File: src/rtl/riscv_pkg.sv
// riscv_pkg: constants shared between the core and its result drain.
//   TAG_*      word-kind codes carried on the drain stream's out_tag
//   HDR_MAGIC  top byte of the drain header word
//   S_*        drain FSM state encoding
//   res_base   first data-memory address of the result matrix
package riscv_pkg;
   localparam logic [1:0] TAG_HDR  = 2'd0;
   localparam logic [1:0] TAG_DATA = 2'd1;
   localparam logic [1:0] TAG_TRL  = 2'd2;
   localparam logic [7:0] HDR_MAGIC = 8'hA5;
   localparam logic [2:0] S_IDLE = 3'd0;
   localparam logic [2:0] S_HDR  = 3'd1;
   localparam logic [2:0] S_DATA = 3'd2;
   localparam logic [2:0] S_TRL0 = 3'd3;
   localparam logic [2:0] S_TRL1 = 3'd4;
   localparam logic [2:0] S_FIN  = 3'd5;
   // Memory holds A (m*n words), then B (n*n2 words), then the result.
   function automatic int res_base(input int m, input int n, input int n2);
      return m * n + n * n2;
   endfunction
endpackage

File: src/rtl/drain_fifo.sv
// drain_fifo: 2-entry synchronous FIFO buffering data-memory read returns.
//   CLOCK_50/rstn  clock, synchronous active-low clear
//   push/din       write one word (ignored when full unless popping)
//   pop            drop the head word (ignored when empty)
//   count          occupancy 0..2
//   head           oldest word, valid while count != 0
module drain_fifo #(
   parameter int W = 32
) (
   input  logic         CLOCK_50,
   input  logic         rstn,
   input  logic         push,
   input  logic         pop,
   input  logic [W-1:0] din,
   output logic [1:0]   count,
   output logic [W-1:0] head
);
   logic [W-1:0] mem [2];
   logic wp, rp, do_push, do_pop;
   // A pop frees the slot in the same edge, so push+pop on a full FIFO is accepted.
   always_comb begin
      do_pop  = pop && count != 2'd0;
      do_push = push && (count != 2'd2 || do_pop);
   end
   assign head = mem[rp];
   always_ff @(posedge CLOCK_50) begin
      if (!rstn) begin
         mem[0] <= '0;
         mem[1] <= '0;
         wp     <= 1'b0;
         rp     <= 1'b0;
         count  <= 2'd0;
      end else begin
         if (do_push) begin
            mem[wp] <= din;
            wp      <= ~wp;
         end
         if (do_pop) rp <= ~rp;
         count <= count + {1'b0, do_push} - {1'b0, do_pop};
      end
   end
endmodule

File: src/rtl/result_drain.sv
// result_drain: after the core finishes, streams header, result matrix and counter trailer.
//   CLOCK_50/rstn             clock, synchronous active-low reset
//   cpu_done                  core finished (level); rising level triggers one drain
//   clock_count/instr_count   core counters, snapshotted at the trigger edge
//   mem_rd_en/mem_addr        data-memory read port; mem_rdata returns one cycle later
//   out_valid/out_ready       stream handshake; out_data/out_tag/out_last word payload
//   busy                      drain in progress; drain_done stream fully accepted
module result_drain
   import riscv_pkg::*;
#(
   parameter int M         = 10,
   parameter int N         = 10,
   parameter int N2        = 10,
   parameter int REG_WIDTH = 32,
   parameter int ADDR_W    = 10
) (
   input  logic                 CLOCK_50,
   input  logic                 rstn,
   input  logic                 cpu_done,
   input  logic [31:0]          clock_count,
   input  logic [31:0]          instr_count,
   output logic                 mem_rd_en,
   output logic [ADDR_W-1:0]    mem_addr,
   input  logic [REG_WIDTH-1:0] mem_rdata,
   output logic                 out_valid,
   input  logic                 out_ready,
   output logic [31:0]          out_data,
   output logic [1:0]           out_tag,
   output logic                 out_last,
   output logic                 busy,
   output logic                 drain_done
);
   localparam int TOTAL = M * N2;
   localparam int KW = $clog2(TOTAL + 1);
   localparam logic [KW-1:0] K_END = KW'(TOTAL);
   localparam logic [ADDR_W-1:0] BASE = ADDR_W'(res_base(M, N, N2));
   localparam logic [31:0] HDR_WORD = {HDR_MAGIC, 8'(M), 8'(N2), 8'(N)};

   logic [2:0]           state;
   logic [31:0]          snap_cc, snap_ic;
   logic [KW-1:0]        k;
   logic                 inflight;
   logic [1:0]           fcount;
   logic [REG_WIDTH-1:0] fhead;
   logic [2:0]           occ;
   logic                 pop, issue, last_word, have_data;

   always_comb begin
      have_data = state == S_DATA && fcount != 2'd0;
      out_valid = state == S_HDR || state == S_TRL0 || state == S_TRL1 || have_data;
      pop       = have_data && out_ready;
      // Slots committed after this edge: buffered + returning - leaving. Keeping it
      // below 2 before issuing means a returning word always finds room.
      occ       = {1'b0, fcount} + {2'b0, inflight} - {2'b0, pop};
      issue     = state == S_DATA && k < K_END && occ < 3'd2;
      // All reads issued and returned, one word left: it is the final data word.
      last_word = k == K_END && !inflight && fcount == 2'd1;
      mem_rd_en = issue;
      mem_addr  = issue ? BASE + ADDR_W'(k) : '0;
      out_tag   = state == S_DATA ? TAG_DATA : (state == S_TRL0 || state == S_TRL1) ? TAG_TRL : TAG_HDR;
      out_data  = state == S_HDR  ? HDR_WORD :
                  have_data       ? 32'(fhead) :
                  state == S_TRL0 ? snap_cc :
                  state == S_TRL1 ? snap_ic : 32'd0;
      out_last   = state == S_TRL1;
      busy       = state == S_HDR || state == S_DATA || state == S_TRL0 || state == S_TRL1;
      drain_done = state == S_FIN;
   end

   always_ff @(posedge CLOCK_50) begin
      if (!rstn) begin
         state    <= S_IDLE;
         snap_cc  <= 32'd0;
         snap_ic  <= 32'd0;
         k        <= '0;
         inflight <= 1'b0;
      end else begin
         inflight <= issue;
         if (issue) k <= k + KW'(1);
         case (state)
            S_IDLE: if (cpu_done) begin
               snap_cc <= clock_count;
               snap_ic <= instr_count;
               state   <= S_HDR;
            end
            S_HDR: if (out_ready) begin
               k     <= '0;
               state <= S_DATA;
            end
            S_DATA: if (pop && last_word) state <= S_TRL0;
            S_TRL0: if (out_ready) state <= S_TRL1;
            S_TRL1: if (out_ready) state <= S_FIN;
            S_FIN:  if (!cpu_done) state <= S_IDLE;
            default: state <= S_IDLE;
         endcase
      end
   end

   drain_fifo #(.W(REG_WIDTH)) u_fifo (
      .CLOCK_50 (CLOCK_50),
      .rstn     (rstn),
      .push     (inflight),
      .pop      (pop),
      .din      (mem_rdata),
      .count    (fcount),
      .head     (fhead)
   );
endmodule
File: config.mk
export PLATFORM = sky130hd
export DESIGN_NAME = result_drain
export DESIGN_NICKNAME = d
export VERILOG_FILES = /design/src/rtl/riscv_pkg.sv /design/src/rtl/drain_fifo.sv /design/src/rtl/result_drain.sv
export SDC_FILE = /design/constraint.sdc
export NUM_CORES = 1
export LEC_CHECK = 0
export CORE_ASPECT_RATIO = 2
export CORE_MARGIN = 10
export CORE_UTILIZATION = 45
export CTS_CLUSTER_SIZE = 28
export DETAILED_ROUTE_END_ITERATION = 8
export PLACE_DENSITY = 0.76
export SYNTH_ARGS = -nofsm -noshare
export SYNTH_HDL_FRONTEND = slang
export SYNTH_HIERARCHICAL = 1
export SYNTH_SLANG_ARGS = --single-unit
File: constraint.sdc
create_clock -name CLOCK_50 -period 4.2 [get_ports CLOCK_50]
set_input_delay 0.84 -clock CLOCK_50 [delete_from_list [all_inputs] [get_ports CLOCK_50]]
set_output_delay 0.84 -clock CLOCK_50 [all_outputs]
set_load 0.05 [all_outputs]
After elaboration in Yosys (flattened, before gate mapping)
Memory sizes are Yosys's and may differ from the RTL's. A register that Yosys moved wholly into a read port is not among the register bits.
Index checks and enable logic that the tools add are counted.
{"block": "totals", "input_bits": 100, "ram_bits": 64, "out_inout_bits": 49, "n_memories": 1, "regBits": 79}
{"memory": "u_fifo.mem", "depth": 2, "width": 32, "rd": 1, "rd_ports_with_merged_regs": 1, "wr": 2, "line_no": "drain_fifo.sv:18", "rtl": "logic [W-1:0] mem [2];"}
{"block": "classes", "n_addsub": 6, "muxes": 26, "n_eq_ne": 14, "bitwise_logic": 2, "reduce_logical": 23, "n_lt_le_gt_ge": 2}
{"operator": "$mux 32", "count": 5}
{"operator": "$reduce_or 32->1", "count": 1}
{"operator": "$mux 7", "count": 3}
{"operator": "$mux 3", "count": 6}
{"operator": "$pmux 3 s6", "count": 1}
{"operator": "$ne 2x2->1 const B", "count": 6}
{"operator": "$add 8x7->9 const A", "count": 1}
{"operator": "$logic_and 1x1->1", "count": 9}
{"operator": "$mux 9", "count": 1}
{"operator": "$logic_or 1x1->1", "count": 8}
{"operator": "$mux 1", "count": 8}
{"operator": "$add 7x1->7 const B", "count": 1}
{"operator": "$eq 7x7->1 const B", "count": 1}
{"operator": "$lt 7x7->1 const B", "count": 1}
{"operator": "$eq 3x2->1 const B", "count": 2}
{"operator": "$eq 3x3->1 const B", "count": 2}
{"operator": "$reduce_and 6->1", "count": 1}
{"operator": "$mux 2", "count": 2}
{"operator": "$add 2x1->3", "count": 1}
{"operator": "$eq 3x1->1 const B", "count": 1}
{"operator": "$logic_not 3->1", "count": 1}
{"operator": "$lt 3x2->1 const B", "count": 1}
{"operator": "$sub 3x1->3", "count": 1}
{"operator": "$add 2x1->2", "count": 1}
{"operator": "7 further kinds", "count": 8}

Logic depth before layout (Yosys ltp)
{"block": "logic_depth", "word_depth": 11, "depth_mapped": 11, "ltp_nobuf": 10}

Cells and area by module
Netlist, hierarchy kept.
{"mod": "result_drain", "n_inst": 1, "area_per_inst_um2": 3545.9, "cells_per_inst": 469}
{"mod": "drain_fifo", "n_inst": 1, "area_per_inst_um2": 3085.5, "cells_per_inst": 194}

Worst setup path after synthesis
Ideal clock, no wire load.
{"block": "synth_timing", "path_type": "in2out", "from": "input port out_ready", "to": "output port mem_addr[7]", "required_time_ps": 3360, "arrival_time_ps": 3968, "cell_stages": 9, "n_path_buf": 1, "setup_slack_ps": -608, "cell_sequence": "nor2b_1 nor3b_1 ha_1 nand2b_1 fa_1 xnor2_1 o2111ai_4 clkbuf_1 a211oi_1"}
{"block": "synth_between", "elab_chain_cells": 5}
{"item": "from (decl)", "line_no": "result_drain.sv:26", "rtl": "input logic out_ready,"}
{"item": "$logic_and 1x1->1", "line_no": "result_drain.sv:51", "rtl": "pop = have_data && out_ready;"}
{"item": "via pop", "line_no": "result_drain.sv:46", "rtl": "logic pop, issue, last_word, have_data;"}
{"item": "$sub 3x1->3", "line_no": "result_drain.sv:54", "rtl": "occ = {1'b0, fcount} + {2'b0, inflight} - {2'b0, pop};"}
{"item": "$lt 3x2->1", "line_no": "result_drain.sv:55", "rtl": "issue = state == S_DATA && k < K_END && occ < 3'd2;"}
{"item": "$logic_and 1x1->1", "line_no": "result_drain.sv:55"}
{"item": "$mux 9", "line_no": "result_drain.sv:59", "rtl": "mem_addr = issue ? BASE + ADDR_W'(k) : '0;"}
{"item": "to (decl)", "line_no": "result_drain.sv:23", "rtl": "output logic [ADDR_W-1:0] mem_addr,"}
The timed path passes the listed nets, and every way through them passes these cells.

Worst setup path after layout
{"block": "layout_timing", "from": "input port out_ready", "to": "output port mem_addr[8]"}
Same word-level chain as after synthesis.

==> summary.md <==
| Metric | Value |
|---|---|
| Run status | completed |
| Worst relative slew slack | between 10% and 20% |
| Finished Core Util | 64.6% |
| Area inside the core boundary | 14,400 um^2 |
| Antenna violations before repair | 2 |
| Share of the yosys chip area belonging to registers | 53.1% |
| Flops & latches, synth | approximately 140 |
| Path depth of the worst reg2reg path | 11 |
| Routed Antenna Nets | 0 |
| Part of the cycle the worst path needs | between 90% and 100% |
| Worst endpoint required time | around 3400 ps |
| Setup-failing EPs final | 0 |
| CTS H-tree lvls | 4 |
| Initial core utilization | between 40% and 50% |
| Die Ht | between 150 and 200 um |
| Synthesis-to-finish area growth | 40.5% |
| Largest vdd supply drop | 0.264 mV |
| CTS max path bufs | 2 |
| Post-Syn Nets | 771 |
| Yosys synthesis warning count | 6 |
| Die outline width | approximately 110 um |
| Final instance area | 9320 um^2 |
| DRC viols | 0 |
| Reg-to-reg slack, setup | 870 ps |
| Worst setup path endpoint | mem_addr[8] |
| Maximum number of pins on one net before global-route repair | a little under 70 |
| Count of buffers inserted at the top-level ports | 147 |
| Via count of the first global-routing pass | roughly 5,900 |
| Type of the tightest min-delay check | reg -> reg |
| Number of max-cap violations | 0 |
| Clock transition at the register clock pins on the worst setup and hold paths after CTS | 60 ps |
| Post-layout minimum cycle time | ~4000 ps |
| Top library cells by usage in the layout, fill and taps aside | 136 x nand2_1, 101 x clkdlybuf4s50_1, 82 x a21oi_1 |
| Syn avg cell area | 10.0 um^2 |
| Average via count per standard cell | 5.39 |
| Cell area after synthesis | 6630 um^2 |
| Die area | 20,300 um^2 |
| Mapped Cells | 663 |
| TritonCTS clock tree | built |
| Cell Pwr Density | 412 nW/um^2 |
| Crit Path Category | in -> out |
| Worst reg2reg startpoint | u_fifo/count[1]$_SDFF_PN0_ |
| Worst setup path startpoint | out_ready |
| Timing-limited maximum frequency | 0.251 GHz |
| Vias after detailed routing | 5,417 |
| Worst setup SP type | input port |
| Standard-cell rows | 62 |
| Number of enable flip-flop cells after synthesis | 64 |
| Tot GR Track Use | 19.4% |
| Final RePlAce weighted congestion | 0.854 |
| Hold violation count in the final report | 0 |
| Largest fanout on the critical path | 5 |
| Wire length per cell after detailed routing | 19.9 um |
| Most common library cell in the layout ignoring fill and taps | nand2_1 |
| R2R Path End | k[5]$_SDFF_PN0_ |
| Share of flip-flops with an asynchronous set or reset | 0% |
| Final Max Tran Viols | 0 |
| Share of final-layout standard cells stronger than drive strength 1 | 20.7% |
| Clock Sinks | 144 |
| Overflow left after global routing | 0 |
| Dominant synthesized flop cell | dfxtp_1 |
| Total length of routed wires | 20,000 um |
| I/O pin count | 149 |
| Transition at the pin with the smallest max-transition slack | 1240 ps |
| TritonCTS Buffers | 17 |
| Later-pin clock latency in the skew report | 410 ps |
| Leakage power summed over all cells | 0.00369 uW |
| Initial detailed-routing violation count | about 440 |
| Final clock skew | about 6.6 ps |
| Type of element capturing the critical path | output pin |
| Number of optimization iterations in the first detailed-route pass | 7 |
| Net count, final | slightly above 900 |
| RSZ-0062 raised after global routing | false |
| Hold Buf Count CTS | 0 |
| Post-placement cell count | 969 |
| Detail Placement HPWL | ~14,000 um |
| Global-route wire length before repair | 30,900 um |
| Distinct cell type count after synthesis | roughly 50 |
| Placed cell areas | 8580 um^2 |
| Post-route non-filler standard cell count | roughly 1,000 |
| Data arrival time of the critical path | 3150 ps |
| Clk root buf | clkbuf_16 |
==> power by group <==
group	switching [uW]	internal, uW
registers	44.2	1550
logic	334	249
clock network	553	1110
total	932	2910
==> area by class of cell <==
class | count | area, um^2
Antenna cell | 2 | 5.00
Clock buffer | 24 | 524
Clock inverter | 8 | 145
Fill cell | 1155 | 5110
Inverter | 42 | 158
Multi-Input combinational cell | 432 | 2800
Sequential cell | 144 | 3520
Tap cell | 192 | 240
Timing Repair Buffer | 161 | 1930
==> state kept, by name, indices dropped and copies added (netlist names), named ones only <==
signal,flops
u_fifo/count,2
snap_ic,32
k,7
u_fifo/rp,1
u_fifo/mem,64
inflight,1
snap_cc,32
u_fifo/wp,1
state,3
==> metrics by stage <==
step                      setup TNS [ps]  hold slack [ps]  setup slack, ps  total power, uW
after floorplan                    -1040              436             -149             1930
after global placement              -936              443             -133             2180
after detailed placement           -2350              447             -269             2200
after CTS                              0              454              203             3860
after global routing                   0              471             33.8             3970
final                                  0              454              213             3840
==> how the worst min path moves through the flow <==
stage               cells past startpoint  slack (ps)                        to                startpoint
floorplan                               2         440   snap_cc[0]$_SDFFE_PN0P_   snap_cc[0]$_SDFFE_PN0P_
global placement                        2         440  snap_ic[21]$_SDFFE_PN0P_  snap_ic[21]$_SDFFE_PN0P_
detailed placement                      2         450  snap_cc[29]$_SDFFE_PN0P_  snap_cc[29]$_SDFFE_PN0P_
CTS                                     2         450  snap_cc[29]$_SDFFE_PN0P_  snap_cc[29]$_SDFFE_PN0P_
global route                            2         470   snap_cc[4]$_SDFFE_PN0P_   snap_cc[4]$_SDFFE_PN0P_
finish                                  2         450  snap_cc[29]$_SDFFE_PN0P_  snap_cc[29]$_SDFFE_PN0P_
==> routing by layer <==
metal / track usage [%] / part of all wire, % / vias up
met5: 0 / 0 / -
met4: 10.8 / 3.9 / 0
met3: 5.17 / 5.5 / 49
met2: 35.7 / 56 / 203
met1: 19.2 / 35 / 2609
li1: - / - / 2556
==> Yosys cell counts, drive strengths merged, types with 2 or more instances <==
library cell	number	area (um^2)
nor2b	6	37.5
nand2	137	514
or3b	2	17.5
ha	7	87.6
clkbuf	19	71.3
a221o	10	100
buf	27	178
a222oi	22	220
nand2b	5	31.3
or3	2	12.5
o21ai	4	20.0
nand3	4	20.0
dfxtp	80	1600
nor3b	2	26.3
nor2	15	56.3
a21o	2	15.0
inv	42	158
a21oi	82	410
edfxtp	64	1920
mux2	32	360
xnor2	7	61.3
and2	71	510
and4b	2	23.8
nor3	2	15.0
==> logic make-up (layout without fill, tap and decap cells) <==
logic type               Yosys count  in the layout  share of synthesized area, %
flip-flops                       144            144                          53.1
AO/OA/AOI/OAI                    128            129                          12.8
XOR/XNOR                           8              8                          1.06
AND/OR/NAND/NOR                  254            254                          19.7
buffers and inverters             88            235                          6.13
multiplexers                      32             32                          5.43
other                              1              3                        0.0565
adder cells (fa/ha/maj)            8              8                          1.62
==> repair_timing <==
item	in CTS	in global routing
setup endpoints to repair	10	0
gates resized for setup	9	0
buffers inserted	1	0
==> critical path: stages <==
cell and delay, ps:
dlygate4sd2_1 230, nor2b_4 150, nor3b_4 220, ha_1 260, nand2b_4 150, fa_2 410
xnor2_4 230, o2111ai_2 240, nor2_1 250, buf_12 170
(Power assumes the default switching activity.)
==> patch: new RTL, same settings <==
Reset style: asynchronous (`rstn`), changed in 2 clocked blocks. Comments in the files are not updated.
--- a/src/rtl/drain_fifo.sv
+++ b/src/rtl/drain_fifo.sv
@@ -25,3 +25,3 @@
    assign head = mem[rp];
-   always_ff @(posedge CLOCK_50) begin
+   always_ff @(posedge CLOCK_50 or negedge rstn) begin
       if (!rstn) begin
--- a/src/rtl/result_drain.sv
+++ b/src/rtl/result_drain.sv
@@ -69,3 +69,3 @@
 
-   always_ff @(posedge CLOCK_50) begin
+   always_ff @(posedge CLOCK_50 or negedge rstn) begin
       if (!rstn) begin
Check against the original RTL: differs if rstn is asserted again (counterexample within 4 cycles, from zero or initial values and one cycle with rstn low); with rstn held inactive, the same outputs for 10 cycles.
==> patch against the original RTL <==
  * Area after synthesis up 5.5%
  * Sequential cell count down 1
  * Fmax fell by 0.52%
  * Critical endpoint is now mem_addr[2]
  * Worst setup slack got worse by 0.021 ns
  * Non-clock buffer count unchanged
  * Final area grew 4.1%
  * Routed wire length fell by 5.2%
Power is not compared: it rests on default switching activity, and its combinational part moved more than twofold at a synthesized area within 25%.
==> patch: results (changes against the original RTL) <==
- The sequential fraction of the synthesis area is 51.1% (was 53.1%).
- The fraction of layout instances using a drive strength above 1 is 35.7% (was 20.7%).
- The half-perimeter wire length after detailed placement came to 13.4 mm (was 13.9 mm).
- The transition at the pin with the smallest max-transition slack came to 1.23 ns (was 1.24 ns).
- Outcome: completed (unchanged).
- The met2 wirelength from detailed routing is 10.7 mm (was 11.2 mm).
- The met3 global-route usage is 3.46% (was 5.17%).
- The met2 track demand over resource in global routing came to 32.2% (was 35.7%).
- The aggregate global-route resource usage is 18.0% (was 19.4%).
- The met1 global-route usage is 19.1% (was 19.2%).
- The number of standard cells in the final layout excluding fillers came to 876 (was 1,005).
- The arrival time at the worst endpoint is 3.17 ns (was 3.15 ns).
- The count of distinct cell types in the synthesized netlist came to 44 (was 51).
- Leading post-synthesis cells by cell area: dfrtp_1, mux2_4, mux2_2 (was edfxtp_1, dfxtp_1, nand2_1).
- The main flop type after synthesis is dfrtp_1 (was dfxtp_1).
- The iteration-0 DRC count of the detailed router is 223 (was 441).
- The mean instance size in the synthesized netlist is 13.5 um2 (was 10.0 um2).
- The largest fanout on the critical path is 14 (was 5).
- The setup slack after placement is 0.187 ns (was -0.269 ns).
- The worst clock skew was 0.00999 ns (was 0.00663 ns).
- Ranking of synthesized cells by instance count: dfrtp_1, mux2_2, mux2_4 (was nand2_1, a21oi_1, dfxtp_1).
- The async set-or-reset flop fraction in the synthesized netlist is 100% (was 0%).
- The via count of the first global-routing pass was 5,373 (was 5,904).
- The launch instance of the worst register-to-register path is state[0] (was u_fifo/count[1]).
- The register-to-register setup slack is 1.24 ns (was 0.87 ns).
- The total iterations of the first detailed-routing run is 6 (was 7).
- The number of nets in the synthesized netlist came to 626 (was 771).
- The maximum number of pins on one net before global-route repair is 119 (was 68).
- The ratio of routed vias to standard cells is 5.41 (was 5.39).
- The period utilization is 95.4% (was 94.9%).
- The first-pass GRT wire length is 29.6 mm (was 30.9 mm).
- The total number of nets in the final design was 770 (was 906).
- The placed instance count is 840 (was 969).
- The met3 wire length is 686 um (was 1.09 mm).
==> patch: logic make-up after synthesis <==
group           Yosys count  synth area share [%]
compound gates           67                  7.53
xor+xnor                  9                  1.13
fa+ha+maj                 8                  1.54
buf+inv                  75                  5.63
flops                   143                  51.1
mux                     154                  27.9
other cells               1                0.0536
simple gates             61                  5.04
==> patch: repair_timing <==
action	4_1_cts	5_1_grt
resized for setup	0	1
buffers inserted	0	1
setup endpoints to repair	0	5
hold buffers	0	0
==> patch: critical path, cell delays in order <==
cell and delay (ns):
clkdlybuf4s50_1 0.48, and2_4 0.17, ha_1 0.23, nand2b_1 0.16, fa_2 0.54, o2111ai_2 0.11
buf_4 0.22, inv_2 0.10, and2_2 0.18, buf_12 0.14
==> patch: how the worst min path moves through the flow <==
stage | from | endpoint | slack (ns) | depth (start not counted)
after floorplan | snap_cc[10] | snap_cc[10] | 0.46 | 1
after global placement | snap_ic[26] | snap_ic[26] | 0.47 | 1
after detailed placement | snap_ic[26] | snap_ic[26] | 0.48 | 1
after CTS | snap_ic[26] | snap_ic[26] | 0.49 | 1
after global routing | snap_cc[18] | snap_cc[18] | 0.51 | 1
final | snap_ic[26] | snap_ic[26] | 0.49 | 1
==> patch: final cells by class <==
cell class,count,area [um2]
multi-input cells,300,3070
well taps,198,248
flip-flops and latches,143,3580
diodes,3,7.51
inverters,39,146
repair buffers,161,2020
clock buffers,19,453
fillers,1133,5600
clock inverters,13,174
==> patch: power breakdown <==
part	leakage, uW	internal (uW)	switching, uW
clock	0.000298	978	623
sequential	0.00172	2050	467
combinational	0.00226	2330	2230
total	0.00428	5360	3320
